### config.mk
export PLATFORM = sky130hd
export DESIGN_NAME = imem_loader
export DESIGN_NICKNAME = d
export VERILOG_FILES = /design/src/rtl/mips_pkg.sv /design/src/rtl/imem_word_asm.sv /design/src/rtl/imem_loader.sv
export SDC_FILE = /design/constraint.sdc
export NUM_CORES = 1
export LEC_CHECK = 0
export ABC_CLOCK_PERIOD_IN_PS = 2700
export CAP_MARGIN = 20
export CORE_ASPECT_RATIO = 0.8
export CORE_MARGIN = 1.5
export CORE_UTILIZATION = 35
export CTS_CLUSTER_SIZE = 40
export DETAILED_ROUTE_END_ITERATION = 12
export PLACE_DENSITY = 0.58
export SLEW_MARGIN = 10
export SYNTH_ARGS = -nofsm -noshare
export SYNTH_HDL_FRONTEND = slang
export SYNTH_HIERARCHICAL = 1
export SYNTH_SLANG_ARGS = --single-unit
### constraint.sdc
create_clock -name clk -period 2.7 [get_ports clk]
set_input_delay 0.54 -clock clk [delete_from_list [all_inputs] [get_ports clk]]
set_output_delay 0.54 -clock clk [all_outputs]
set_load 0.02 [all_outputs]
### src/rtl/mips_pkg.sv
// mips_pkg
// Shared declarations for the boot-time instruction-memory loader:
//   - loader_state_e : loader FSM states
//   - IMG_HDR_BYTES  : bytes in the image header (big-endian word count)
//   - BYTES_PER_WORD : bytes per instruction word
package mips_pkg;

   typedef enum logic [2:0] {
      HDR_HI,
      HDR_LO,
      DATA,
      CHK,
      RUN,
      ERR
   } loader_state_e;

   localparam int IMG_HDR_BYTES  = 2;
   localparam int BYTES_PER_WORD = 4;

endpackage

### src/rtl/imem_word_asm.sv
// imem_word_asm
// Assembles big-endian instruction words from a byte stream.
// Ports:
//   clk          : clock
//   rst          : synchronous active-high reset (discards any partial word)
//   byte_valid_i : byte_i is consumed this cycle
//   byte_i       : payload byte, most significant byte of each word first
//   word_valid_o : combinational, high when byte_i completes a word
//   word_o       : combinational, the completed word (valid with word_valid_o)
module imem_word_asm
   import mips_pkg::*;
(
   input  logic        clk,
   input  logic        rst,
   input  logic        byte_valid_i,
   input  logic [7:0]  byte_i,
   output logic        word_valid_o,
   output logic [31:0] word_o
);

   localparam int CNT_W   = $clog2(BYTES_PER_WORD);
   localparam int SHIFT_W = 8 * (BYTES_PER_WORD - 1);

   logic [SHIFT_W-1:0] shift_q, shift_d;
   logic [CNT_W-1:0]   cnt_q, cnt_d;

   always_comb begin
      shift_d      = shift_q;
      cnt_d        = cnt_q;
      // The final byte is appended combinationally so the word is available
      // on the accepting edge of its last byte, without an extra stage.
      word_valid_o = byte_valid_i && (cnt_q == CNT_W'(BYTES_PER_WORD - 1));
      word_o       = {shift_q, byte_i};
      if (byte_valid_i) begin
         shift_d = {shift_q[SHIFT_W-9:0], byte_i};
         cnt_d   = cnt_q + 1'b1;   // wraps to 0 after the last byte
      end
   end

   always_ff @(posedge clk) begin
      if (rst) begin
         shift_q <= '0;
         cnt_q   <= '0;
      end else begin
         shift_q <= shift_d;
         cnt_q   <= cnt_d;
      end
   end

endmodule

### src/rtl/imem_loader.sv
// imem_loader
// Boot loader in front of the MIPS core. Accepts an image over a
// valid/ready byte link (count_hi, count_lo, N*4 payload bytes, checksum),
// writes the words into instruction memory and releases the core only if
// the 8-bit sum of all image bytes is zero.
// Ports:
//   clk        : clock
//   rst        : synchronous active-high reset
//   rx_data    : incoming image byte
//   rx_valid   : rx_data is valid
//   rx_ready   : loader accepts a byte (HDR_HI, HDR_LO, DATA, CHK)
//   imem_we    : one-cycle write strobe per assembled word
//   imem_addr  : word address of the write (held when imem_we=0)
//   imem_wdata : word to write (held when imem_we=0)
//   cpu_rst    : core reset, low only once the image has verified
//   load_done  : image loaded and verified (sticky until rst)
//   load_err   : size or checksum failure (sticky until rst)
module imem_loader
   import mips_pkg::*;
#(
   parameter int ADDR_W = 10
)
(
   input  logic              clk,
   input  logic              rst,
   input  logic [7:0]        rx_data,
   input  logic              rx_valid,
   output logic              rx_ready,
   output logic              imem_we,
   output logic [ADDR_W-1:0] imem_addr,
   output logic [31:0]       imem_wdata,
   output logic              cpu_rst,
   output logic              load_done,
   output logic              load_err
);

   // Capacity in words, in 17 bits so a 16-bit count can be compared
   // against it without truncation.
   localparam logic [16:0] DEPTH = 17'(1 << ADDR_W);

   loader_state_e     state_q, state_d;
   logic [15:0]       count_q, count_d;
   logic [ADDR_W:0]   widx_q, widx_d;     // one spare bit: N == DEPTH is legal
   logic [7:0]        sum_q, sum_d;
   logic              we_q, we_d;
   logic [ADDR_W-1:0] addr_q, addr_d;
   logic [31:0]       wdata_q, wdata_d;

   logic              accept;
   logic [7:0]        sum_add;
   logic [15:0]       n_full;
   logic              asm_byte_valid;
   logic              word_valid;
   logic [31:0]       word;

   assign rx_ready = (state_q == HDR_HI) || (state_q == HDR_LO) ||
                     (state_q == DATA)   || (state_q == CHK);
   assign accept   = rx_valid && rx_ready;
   assign sum_add  = sum_q + rx_data;          // wraps mod 256
   assign n_full   = {count_q[15:8], rx_data}; // count as seen in HDR_LO

   assign asm_byte_valid = accept && (state_q == DATA);

   imem_word_asm u_word_asm (
      .clk          (clk),
      .rst          (rst),
      .byte_valid_i (asm_byte_valid),
      .byte_i       (rx_data),
      .word_valid_o (word_valid),
      .word_o       (word)
   );

   always_comb begin
      state_d = state_q;
      count_d = count_q;
      widx_d  = widx_q;
      sum_d   = sum_q;
      we_d    = 1'b0;
      addr_d  = addr_q;
      wdata_d = wdata_q;

      if (accept) begin
         sum_d = sum_add;
      end

      // Write is registered: it appears the cycle after the 4th byte's edge.
      if (word_valid) begin
         we_d    = 1'b1;
         addr_d  = widx_q[ADDR_W-1:0];
         wdata_d = word;
         widx_d  = widx_q + 1'b1;
      end

      case (state_q)
         HDR_HI: begin
            if (accept) begin
               count_d[15:8] = rx_data;
               state_d       = HDR_LO;
            end
         end
         HDR_LO: begin
            if (accept) begin
               count_d[7:0] = rx_data;
               if ({1'b0, n_full} > DEPTH) begin
                  state_d = ERR;
               end else if (n_full == 16'd0) begin
                  state_d = CHK;
               end else begin
                  state_d = DATA;
               end
            end
         end
         DATA: begin
            if (word_valid && ((17'(widx_q) + 17'd1) == {1'b0, count_q})) begin
               state_d = CHK;
            end
         end
         CHK: begin
            if (accept) begin
               state_d = (sum_add == 8'd0) ? RUN : ERR;
            end
         end
         RUN:     state_d = RUN;
         ERR:     state_d = ERR;
         default: state_d = ERR;
      endcase
   end

   always_ff @(posedge clk) begin
      if (rst) begin
         state_q <= HDR_HI;
         count_q <= '0;
         widx_q  <= '0;
         sum_q   <= '0;
         we_q    <= 1'b0;
         addr_q  <= '0;
         wdata_q <= '0;
      end else begin
         state_q <= state_d;
         count_q <= count_d;
         widx_q  <= widx_d;
         sum_q   <= sum_d;
         we_q    <= we_d;
         addr_q  <= addr_d;
         wdata_q <= wdata_d;
      end
   end

   assign imem_we    = we_q;
   assign imem_addr  = addr_q;
   assign imem_wdata = wdata_q;
   assign cpu_rst    = (state_q != RUN);
   assign load_done  = (state_q == RUN);
   assign load_err   = (state_q == ERR);

endmodule

==> flow_metrics.tcl <==
set metrics [dict create \
    finalSetupViolations 0 \
    critPathMaxFanout 2 \
    pre_cts_ws_ns -0.315 \
    nets 579 \
    power.leakage_nw 2.00 \
    synthToLayoutAreaGrowth_pct 23.4 \
    htreeDepth 3 \
    syn_nets 523 \
    dieArea_sq_um 13900 \
    drc_errors 0 \
    yosysSeqAreaShare_pct 46.3 \
    maxSlewViolCount 0 \
    grt_pass1_vias 3388 \
    finalCritPeriodShare_pct 96.6 \
    p_total_mw 3.31 \
    antenna_left 0 \
    ys_ff_latch 107 \
    nFillCells 1274 \
    num_vias 3474 \
    die_x_microns 131 \
    vdd_drop_max_mv 0.348 \
    setup_tns_ns 0 \
    tritoncts "yes" \
    worstSetupPathType "primary input to register" \
    wl_microns 10100 \
    drt_first_pass_iters 4 \
    worst_pin_slew_ns 0.770 \
    synth_area_leaders "dfxtp_1, mux2i_1, nor2_1" \
    synth_area_sq_um 4620 \
    cts_made_buffers 9 \
    antenna_found_initial 0 \
    synth_top_area_share_pct 46.3 \
    slew_headroom_pct 48.7 \
    layout_commonest_cell "dfxtp_1" \
    globalplace.congestion 0.842 \
    synth_cell_types 43 \
    worst_path_max_delay_cell "or4_4" \
    postLayoutCoreUtil_pct 44.3 \
    setup_slack_ns 0.0920 \
    num_io_pins 58 \
    drt_iter0_drc 251 \
    cts_buffer_depth 2 \
    grt_max_degree 76 \
    diodes 0 \
    core_sq_um 12900 \
    cts.sinks 107 \
    status "finished clean" \
    hpwlAfterDp_microns 7090 \
    port_buffers 57 \
    cts_hold_buf 0 \
    postCtsSetupRepairBufs 0 \
    final_hold_viol_count 0 \
    wl_per_cell_microns 13.7 \
    clk_latency_ns 0.34 \
    vias_per_cell 4.71 \
    grt_pass1_wl_microns 17000 \
    period_minus_slack_ns 2.61 \
    hold_class "register to register" \
    fin_skew_ns 0.00711 \
    fmax_mhz 383 \
    cp.arrival_ns 2.84 \
    critPathMaxStageDelay_ns 0.52 \
    synthCells 502 \
    ys_warn_count 6 \
    globalRouteTotalUtil_pct 15.2 \
    drv_cap 0 \
    crit_required_ns 2.93 \
    drive_gt1_share_pct 10.3 \
    cp-start-kind "primary input" \
    overflow 0 \
    clk_pin_slew_ns 0.07 \
    p_per_area_nw_per_um2 581 \
    synth.avg_cell_area_sq_um 9.21 \
    synth_area_leader_cell "dfxtp_1" \
    cp-end-kind "register" \
    worstPathCellList "clkdlybuf4s50_1 > ha_2 > fa_2 > a21o_1 > a21oi_2 > xnor2_1 > or4_4 > o41ai_2 > a21oi_1" \
    die_h_microns 106 \
    start_util_pct 35.9 \
    final_cell_mix "dfxtp_1, nor2_1, mux2i_1" \
    rows 37 \
    root_buffer "clkbuf_16" \
]
==> what timing repair did <==
item,4_1_cts,5_1_grt
endpoints found under the setup margin,0,1
hold endpoints to repair,0,0
gates resized for setup,0,6
==> report_power, final <==
group / internal (mW) / total [mW] / switching, mW
Clock: 0.680 / 1.27 / 0.590
Combinational: 0.169 / 0.384 / 0.215
Sequential: 1.62 / 1.66 / 0.0395
Total: 2.47 / 3.31 / 0.844
==> cell families (layout without fill, tap and decap cells) <==
logic type	after synthesis	in the layout	synth area share [%]
AOI/OAI and AO/OA	51	51	6.42
xor gates and xnor gates	34	34	6.44
adders and majority gates	10	10	2.87
buffers and inverters	41	102	4.95
DFF	107	107	46.3
muxes	70	70	15.2
and+or+nand+nor	189	189	17.8
==> worst max-delay path: cells and delay by family <==
kind                     cells  cell delay (ns)
AO/OA/AOI/OAI                4             0.70
XOR/XNOR                     1             0.10
adder cells (fa/ha/maj)      2             0.55
buffers and inverters        1             0.43
AND/OR/NAND/NOR              1             0.52
==> layer usage <==
metal | vias to the layer above | wire length (microns) | GRT usage [%]
li1 | 1797 | - | -
met1 | 1609 | 5150 | 21.2
met2 | 59 | 4450 | 23.5
met3 | 9 | 437 | 3.90
met4 | 0 | 109 | 4.05
met5 | - | 0 | 0
==> sequential cells by signal, indices dropped and copies added (netlist names) <==
signal / cells
count_q: 16
u_word_asm/shift_q: 24
state_q: 3
imem_wdata: 32
u_word_asm/cnt_q: 2
imem_addr: 10
imem_we: 1
widx_q: 11
sum_q: 8
==> area by class of cell <==
class	instances	area [sq um]	area share, %
Clock inverter	5	36.3	0.636
Clock buffer	11	253	4.43
Sequential cell	107	2140	37.5
Inverter	3	11.3	0.197
Tap cell	175	219	3.84
Multi-Input combinational cell	354	2280	40.0
Timing Repair Buffer	83	763	13.4
==> cells in the mapped netlist <==
master,count
mux2i_1,68
or4_4,2
dfxtp_1,107
o21ai_1,1
buf_12,2
and2_1,1
and3_1,5
ha_1,9
a21o_1,2
nor2b_1,5
or4_1,1
nor2_2,1
o2111ai_1,1
mux2_2,1
nand2_1,58
nor4_1,3
clkbuf_1,18
fa_1,1
a211oi_1,6
nor2_1,89
inv_2,2
nand3_1,5
nand4b_1,1
a31oi_1,2
nor3_1,6
o21bai_1,2
o22ai_1,1
nor4_2,1
or3_1,3
nand4_1,7
buf_6,1
mux2_1,1
buf_2,4
o41ai_1,1
buf_1,5
xnor2_1,21
xor2_1,13
a21oi_1,30
inv_1,1
o21a_1,2
o21ai_0,3
buf_4,8
nand2b_1,1
==> path summary, 6_finish.rpt <==
kind                            startpoint                       end  slack (ns)  cells after the start
setup / recovery                rx_data[0]   state_q[0]$_SDFFE_PP0P_        0.09                      9
hold / removal    count_q[12]$_SDFFE_PP0P_  count_q[12]$_SDFFE_PP0P_        0.46                      2
setup reg to reg     sum_q[0]$_SDFFE_PP0P_   state_q[0]$_SDFFE_PP0P_        0.43                      8
hold reg to reg   count_q[12]$_SDFFE_PP0P_  count_q[12]$_SDFFE_PP0P_        0.46                      2
==> per-stage QoR <==
step                area [sq um]  hold slack (ns)  std cells
detailed placement          5390            0.451        722
CTS                         5680            0.468        738
finish                      5710            0.463        738
floorplan                   4620            0.436        502
global placement            5390            0.445        722
global route                5710            0.492        738
Note: power is estimated with default switching activity, not from simulation.
